File: src/rtl/pong_match_ctrl_if.sv
// Interface for the match sequencer: debounced button, frame and point pulses in;
// ball-engine gating and match status out.
interface pong_match_ctrl_if #(
  parameter int unsigned SCORE_W = 2
);
  logic               start_btn;
  logic               pause_btn;
  logic               frame_end;
  logic               point_p1;
  logic               point_p2;
  logic               ball_enable;
  logic               ball_recenter;
  logic               serve_dir;
  logic [SCORE_W-1:0] score_p1;
  logic [SCORE_W-1:0] score_p2;
  logic [1:0]         winner;
  logic [2:0]         state_o;

  modport master (
    output start_btn, pause_btn, frame_end, point_p1, point_p2,
    input  ball_enable, ball_recenter, serve_dir, score_p1, score_p2, winner, state_o
  );

  modport slave (
    input  start_btn, pause_btn, frame_end, point_p1, point_p2,
    output ball_enable, ball_recenter, serve_dir, score_p1, score_p2, winner, state_o
  );
endinterface

File: src/rtl/pong_match_ctrl.sv
// Pong match sequencer: serve/point frame-counted pauses, scores, pause and game over.
// Optional macro PONG_WIN_BY_TWO_EN: match ends only on a >=2 lead past WIN_SCORE, or at saturation.
module pong_match_ctrl #(
  parameter int unsigned SCORE_W      = 2,
  parameter int unsigned WIN_SCORE    = 3,
  parameter int unsigned SERVE_FRAMES = 60,
  parameter int unsigned POINT_FRAMES = 30
) (
  input  logic              clk_in,
  input  logic              i_rst_n,
  pong_match_ctrl_if.slave  bus
);
  localparam int unsigned MAX_FRAMES = (SERVE_FRAMES > POINT_FRAMES) ? SERVE_FRAMES : POINT_FRAMES;
  localparam int unsigned CNT_W      = $clog2(MAX_FRAMES) + 1;
  localparam logic [CNT_W-1:0]   SERVE_LAST = CNT_W'(SERVE_FRAMES - 1);
  localparam logic [CNT_W-1:0]   POINT_LAST = CNT_W'(POINT_FRAMES - 1);
  localparam logic [SCORE_W-1:0] SCORE_MAX  = '1;
  localparam logic [SCORE_W+1:0] WIN_X      = (SCORE_W+2)'(WIN_SCORE);

  typedef enum logic [2:0] {
    IDLE   = 3'd0,
    SERVE  = 3'd1,
    PLAY   = 3'd2,
    POINT  = 3'd3,
    PAUSED = 3'd4,
    OVER   = 3'd5
  } state_e;

  state_e             state_q, state_d;
  logic [CNT_W-1:0]   cnt_q, cnt_d;
  logic [SCORE_W-1:0] s1_q, s1_d, s2_q, s2_d;
  logic [1:0]         win_q, win_d;
  logic               en_q, en_d, rc_q, rc_d, dir_q, dir_d;

  logic start, pause, frame, p1_only, p2_only, any_pt;
  logic serve_done, hold_done, restart, p1_wins, p2_wins;
  logic [SCORE_W+1:0] w1, w2;

  assign start      = bus.start_btn;
  assign pause      = bus.pause_btn;
  assign frame      = bus.frame_end;
  assign p1_only    = bus.point_p1 & ~bus.point_p2;
  assign p2_only    = bus.point_p2 & ~bus.point_p1;
  assign any_pt     = bus.point_p1 | bus.point_p2;
  assign serve_done = frame && (cnt_q == SERVE_LAST);
  assign hold_done  = frame && (cnt_q == POINT_LAST);
  assign restart    = start && (state_q inside {IDLE, PAUSED, OVER});
  assign w1         = {2'b00, s1_q};
  assign w2         = {2'b00, s2_q};

`ifdef PONG_WIN_BY_TWO_EN
  assign p1_wins = (s1_q == SCORE_MAX) || ((w1 >= WIN_X) && (w1 >= w2 + 2'd2));
  assign p2_wins = (s2_q == SCORE_MAX) || ((w2 >= WIN_X) && (w2 >= w1 + 2'd2));
`else
  assign p1_wins = (w1 == WIN_X);
  assign p2_wins = (w2 == WIN_X);
`endif

  // State register
  always_ff @(posedge clk_in or negedge i_rst_n) begin
    if (!i_rst_n) state_q <= IDLE;
    else          state_q <= state_d;
  end

  // Next-state logic
  always_comb begin
    state_d = state_q;
    unique case (state_q)
      IDLE:   if (start)              state_d = SERVE;
      SERVE:  if (serve_done)         state_d = PLAY;
      PLAY:   if (any_pt)             state_d = POINT;
              else if (pause)         state_d = PAUSED;
      POINT:  if (p1_wins || p2_wins) state_d = OVER;
              else if (hold_done)     state_d = SERVE;
      PAUSED: if (start)              state_d = SERVE;
              else if (pause)         state_d = PLAY;
      OVER:   if (start)              state_d = SERVE;
      default:                        state_d = IDLE;
    endcase
  end

  // Output / datapath next values; the enable tracks the state being entered so it is registered.
  always_comb begin
    cnt_d = cnt_q;
    s1_d  = s1_q;
    s2_d  = s2_q;
    win_d = win_q;
    dir_d = dir_q;
    rc_d  = 1'b0;
    en_d  = (state_d == PLAY);
    if (restart) begin
      s1_d  = '0;
      s2_d  = '0;
      win_d = 2'b00;
      cnt_d = '0;
      rc_d  = 1'b1;
    end else begin
      unique case (state_q)
        SERVE: if (frame) cnt_d = serve_done ? '0 : cnt_q + 1'b1;
        PLAY: if (any_pt) begin
          cnt_d = '0;
          if (p1_only) begin
            s1_d  = (s1_q == SCORE_MAX) ? s1_q : s1_q + 1'b1;
            dir_d = 1'b0;
          end else if (p2_only) begin
            s2_d  = (s2_q == SCORE_MAX) ? s2_q : s2_q + 1'b1;
            dir_d = 1'b1;
          end
        end
        POINT: begin
          if (p1_wins)      win_d = 2'b01;
          else if (p2_wins) win_d = 2'b10;
          else if (frame) begin
            cnt_d = hold_done ? '0 : cnt_q + 1'b1;
            rc_d  = hold_done;
          end
        end
        default: ;
      endcase
    end
  end

  always_ff @(posedge clk_in or negedge i_rst_n) begin
    if (!i_rst_n) begin
      cnt_q <= '0;
      s1_q  <= '0;
      s2_q  <= '0;
      win_q <= 2'b00;
      en_q  <= 1'b0;
      rc_q  <= 1'b0;
      dir_q <= 1'b0;
    end else begin
      cnt_q <= cnt_d;
      s1_q  <= s1_d;
      s2_q  <= s2_d;
      win_q <= win_d;
      en_q  <= en_d;
      rc_q  <= rc_d;
      dir_q <= dir_d;
    end
  end

  assign bus.ball_enable   = en_q;
  assign bus.ball_recenter = rc_q;
  assign bus.serve_dir     = dir_q;
  assign bus.score_p1      = s1_q;
  assign bus.score_p2      = s2_q;
  assign bus.winner        = win_q;
  assign bus.state_o       = state_q;
endmodule

File: src/flat_wrapper.sv
// flat-port wrapper written by rule: the top's interface ports become plain ports
module pong_match_ctrl_flat 
#(
  parameter int unsigned SCORE_W      = 2,
  parameter int unsigned WIN_SCORE    = 3,
  parameter int unsigned SERVE_FRAMES = 60,
  parameter int unsigned POINT_FRAMES = 30
)
  (clk_in, i_rst_n, bus_start_btn, bus_pause_btn, bus_frame_end, bus_point_p1, bus_point_p2, bus_ball_enable, bus_ball_recenter, bus_serve_dir, bus_score_p1, bus_score_p2, bus_winner, bus_state_o);
  pong_match_ctrl_if #(.SCORE_W(SCORE_W)) bus_i ();
  input  logic clk_in;
  input  logic i_rst_n;
  input wire logic [$bits(bus_i.start_btn)-1:0] bus_start_btn;
  input wire logic [$bits(bus_i.pause_btn)-1:0] bus_pause_btn;
  input wire logic [$bits(bus_i.frame_end)-1:0] bus_frame_end;
  input wire logic [$bits(bus_i.point_p1)-1:0] bus_point_p1;
  input wire logic [$bits(bus_i.point_p2)-1:0] bus_point_p2;
  output wire logic [$bits(bus_i.ball_enable)-1:0] bus_ball_enable;
  output wire logic [$bits(bus_i.ball_recenter)-1:0] bus_ball_recenter;
  output wire logic [$bits(bus_i.serve_dir)-1:0] bus_serve_dir;
  output wire logic [$bits(bus_i.score_p1)-1:0] bus_score_p1;
  output wire logic [$bits(bus_i.score_p2)-1:0] bus_score_p2;
  output wire logic [$bits(bus_i.winner)-1:0] bus_winner;
  output wire logic [$bits(bus_i.state_o)-1:0] bus_state_o;
  assign bus_i.start_btn = bus_start_btn;
  assign bus_i.pause_btn = bus_pause_btn;
  assign bus_i.frame_end = bus_frame_end;
  assign bus_i.point_p1 = bus_point_p1;
  assign bus_i.point_p2 = bus_point_p2;
  assign bus_ball_enable = bus_i.ball_enable;
  assign bus_ball_recenter = bus_i.ball_recenter;
  assign bus_serve_dir = bus_i.serve_dir;
  assign bus_score_p1 = bus_i.score_p1;
  assign bus_score_p2 = bus_i.score_p2;
  assign bus_winner = bus_i.winner;
  assign bus_state_o = bus_i.state_o;
  pong_match_ctrl #(.SCORE_W(SCORE_W), .WIN_SCORE(WIN_SCORE), .SERVE_FRAMES(SERVE_FRAMES), .POINT_FRAMES(POINT_FRAMES)) u_core (.clk_in(clk_in), .i_rst_n(i_rst_n), .bus(bus_i));
endmodule
File: config.mk
export PLATFORM = sky130hd
export DESIGN_NAME = pong_match_ctrl_flat
export DESIGN_NICKNAME = d
export VERILOG_FILES = /design/src/rtl/pong_match_ctrl_if.sv /design/src/rtl/pong_match_ctrl.sv /design/src/flat_wrapper.sv
export SDC_FILE = /design/constraint.sdc
export NUM_CORES = 1
export LEC_CHECK = 0
export ABC_AREA = 1
export CORE_MARGIN = 2
export CORE_UTILIZATION = 40
export DETAILED_ROUTE_END_ITERATION = 10
export PLACE_DENSITY = 0.7
export SYNTH_ARGS = -nofsm -noshare
export SYNTH_HDL_FRONTEND = slang
export SYNTH_SLANG_ARGS = --single-unit
File: constraint.sdc
create_clock -name clk_in -period 1.7 [get_ports clk_in]
set_input_delay 0.255 -clock clk_in [delete_from_list [all_inputs] [get_ports clk_in]]
set_output_delay 0.255 -clock clk_in [all_outputs]
set_load 0.01 [all_outputs]
==> results.md <==
* Status: finished clean
* R2R cell count at 8
* Cell variety after synth at 27
* CP Capture Type: output pin
* Yosys warning total at 0
* Pint at between 0.9 and 1 mW
* Reg2reg setup slack at roughly 0.17 ns
* Port Buffers at 18
* Net Sw Power at 0.652 mW
* Initial drt markers at between 60 and 70
* Synth async-reset ratio at 1.00
* Worst-path cell chain: clkdlybuf4s50_1
* Setup violations, final at 0
* Worst-case clock buffer depth at 2
* Unrepaired setup endpoints after global routing: no
* Slowest stage cell, crit path: clkdlybuf4s50_1
* Sw frac at 0.412
* CP top delay family: buffers and inverters
* Cells after Synth at approximately 170
* Htree depth at 1
* Clk_skew at 0.00372 ns
* Nets at roughly 200
* Comb power frac at 0.420
* Seq pwr share at 0.434
* Max-slew violations at 0
* Area delta synth->final at 20.6%
* Global Route Usage Sum at 0.168
* Total stage count of the critical path at 1
* DR WL/cell at 11.6 µm
* Leak at a little under 0.8 nW
* Die X-Extent at 60.7 µm
* Worst path bufs/invs at 1
* Ranking of synthesized cells by area: dfrtp_1 (37%), nand2_1 (9.6%), inv_1 (7.6%)
* Cell with the most instances after synthesis: nand2_1
* Sequential area share after synthesis at 0.370
* Sink Count at 19
* Vias at between 1,000 and 1,500
* Period utilisation layout at 0.954
* Synthesized net count at 181
* Share of layout cells above drive strength 1 at 0.164
* Clock slew at reported path FFs at around 0.11 ns
* Area leader, netlist: dfrtp_1
* Pre-antenna DRT Iters at 4
* Clk_lat worst skew at about 0.30 ns
* Clock root cell: clkbuf_4
* Area post-placement at 1520 µm²
* EDFF count, synth at 0
* Synthesized area per cell at ~7.7 µm²
* TritonCTS Buffers at 3
* Initial antenna violation count at 0
* Core area at just over 3000 µm²
* Drt drc at 0
* Max Fclk at just over 600 MHz
* Total wire length at ~2700 µm
* Crit path kind: reg2out
* Worst hold path type: in2async
* Slew Limit Headroom at 0.728
* Finished Cell Area at roughly 1600 µm²
* Post-DRT Antenna Nets at 0
* Total power at ~1.6 mW
* Largest net degree at the start of global routing at 20
* First-pass GRT wire length at 4640 µm
* Post-synth top cells: nand2_1 (33), inv_1 (26), dfrtp_1 (19), nand3_1 (15), nor2_1 (14)
* Synthesized area at 1280 µm²
* Clock period minus final worst setup slack at about 1.6 ns
* Reg-to-reg critical path startpoint: u_core.bus.score_p1[0]
* Dominant synthesized flop cell: dfrtp_1
* Vias in the first global route at around 1,100
* Post-DP HPWL at roughly 2100 µm
* Synth top area share at 0.370
* Row count at 20
* CP arrival at 1.37 ns
* ANT cells at 0
* Final Hold Fails at 0
* Clk pwr share at 0.146
* Clock tree from TritonCTS: yes
* Max FO, Critical Path at 9
* Flops & latches, synth at 19
* Critical Path Source Type: flip-flop
* Max incr delay on CP at ~0.57 ns
* Initial Util at 0.421
* PD cells at 1020 nW/µm²
* RR Endpoint: u_core.cnt_q[5]
* Ports at 19
* Tightest Pin Transition at 0.407 ns
* Max_cap viols at 0
* Post-CTS Setup Inserts at 0
* Die Y at between 60 and 70 µm
* Setup TNS Final at 0 ns
* Die Area at 3680 µm²
* Worst Path Required at between 1 and 1.5 ns
* RePlAce Congestion at about 0.85
* # hold bufs at CTS at 0
* GR Overflow Total at 0
* Average vias per placed instance at ~4.9
* VDD IR max at 0.467 mV
[cell usage in the layout, fill, tap and decap left out, drive strengths merged, types with 4 or more instances in the layout]
| cell | count |
|---|---|
| nand2 | 42 |
| inv | 30 |
| dfrtp | 19 |
| nor2 | 19 |
| clkdlybuf4s50 | 18 |
| nand3 | 17 |
| nand4 | 8 |
| ha | 7 |
| o21ai | 6 |
| a21oi | 4 |
[layout make-up]
type,instances,area [µm²]
tap,44,55.1
fill,324,1500
inverter,30,115
multi-input combinational,115,671
clock buffer,3,22.5
timing repair buffer,21,203
sequential,19,479
clock inverter,1,5.00
[logic make-up after synthesis]
group	synth area share
compound gates	0.0682
xor+xnor	0.0341
fa+ha+maj	0.0682
buf+inv	0.108
flops	0.370
simple gates	0.352
[how the worst max path moves through the flow]
stage,start,endpoint,slack (ns)
3_5_place_dp,bus_point_p2,u_core.cnt_q[3],-0.06
6_report,u_core.bus.state_o[0],bus_state_o[0],0.08
3_3_place_gp,bus_point_p2,u_core.cnt_q[3],0.008
4_1_cts,u_core.bus.state_o[1],bus_state_o[1],0.02
5_1_grt,u_core.cnt_q[0],u_core.cnt_q[3],0.03
2_1_floorplan,u_core.bus.score_p1[0],u_core.cnt_q[3],0.32
[sequential cells by signal, summed over array words and instances, names as in the netlist]
signal and count:
u_core.bus.score_p1 2, u_core.cnt_q 7, u_core.bus.winner 2, u_core.bus.serve_dir 1
u_core.bus.score_p2 2, u_core.bus.ball_enable 1, u_core.bus.state_o 3, u_core.bus.ball_recenter 1
[routing by layer]
metal	part of all wire	GRT usage
met4	0	0.0466
met1	0.43	0.211
met2	0.52	0.301
met5	0	0
met3	0.059	0.0213
[worst reg2reg max path, stage by stage (launching register included)]
cell	delay (ns)
dfrtp_1	0.42
ha_1	0.22
inv_1	0.11
nand2_1	0.11
nand2_2	0.15
nand3_4	0.14
nand2_4	0.14
nand4_1	0.09
nand2_1	0.10
[per-stage QoR]
step	util	hold slack [ns]	worst slack (ns)	std cells
6_report	0.508	0.278	0.0782	233
5_1_grt	0.508	0.295	0.0276	233
4_1_cts	0.507	0.282	0.0242	233
3_5_place_dp	0.498	0.489	-0.0555	229
3_3_place_gp	0.498	0.479	0.00831	229
2_1_floorplan	-	-0.0406	0.318	167
[what timing repair did]
action,CTS,global route
setup endpoints to repair,1,3
gates cloned,0,0
resized for setup,1,2
[power by group through the flow]
stage | logic [mW] | registers (mW) | clock network (mW)
after CTS | 0.667 | 0.685 | 0.238
after global routing | 0.754 | 0.708 | 0.255
after detailed placement | 0.662 | 0.693 | 0
after global placement | 0.650 | 0.687 | 0
final | 0.665 | 0.688 | 0.231
after floorplan | 0.479 | 0.668 | 0
No activity file was read; power rests on OpenSTA's default activity.
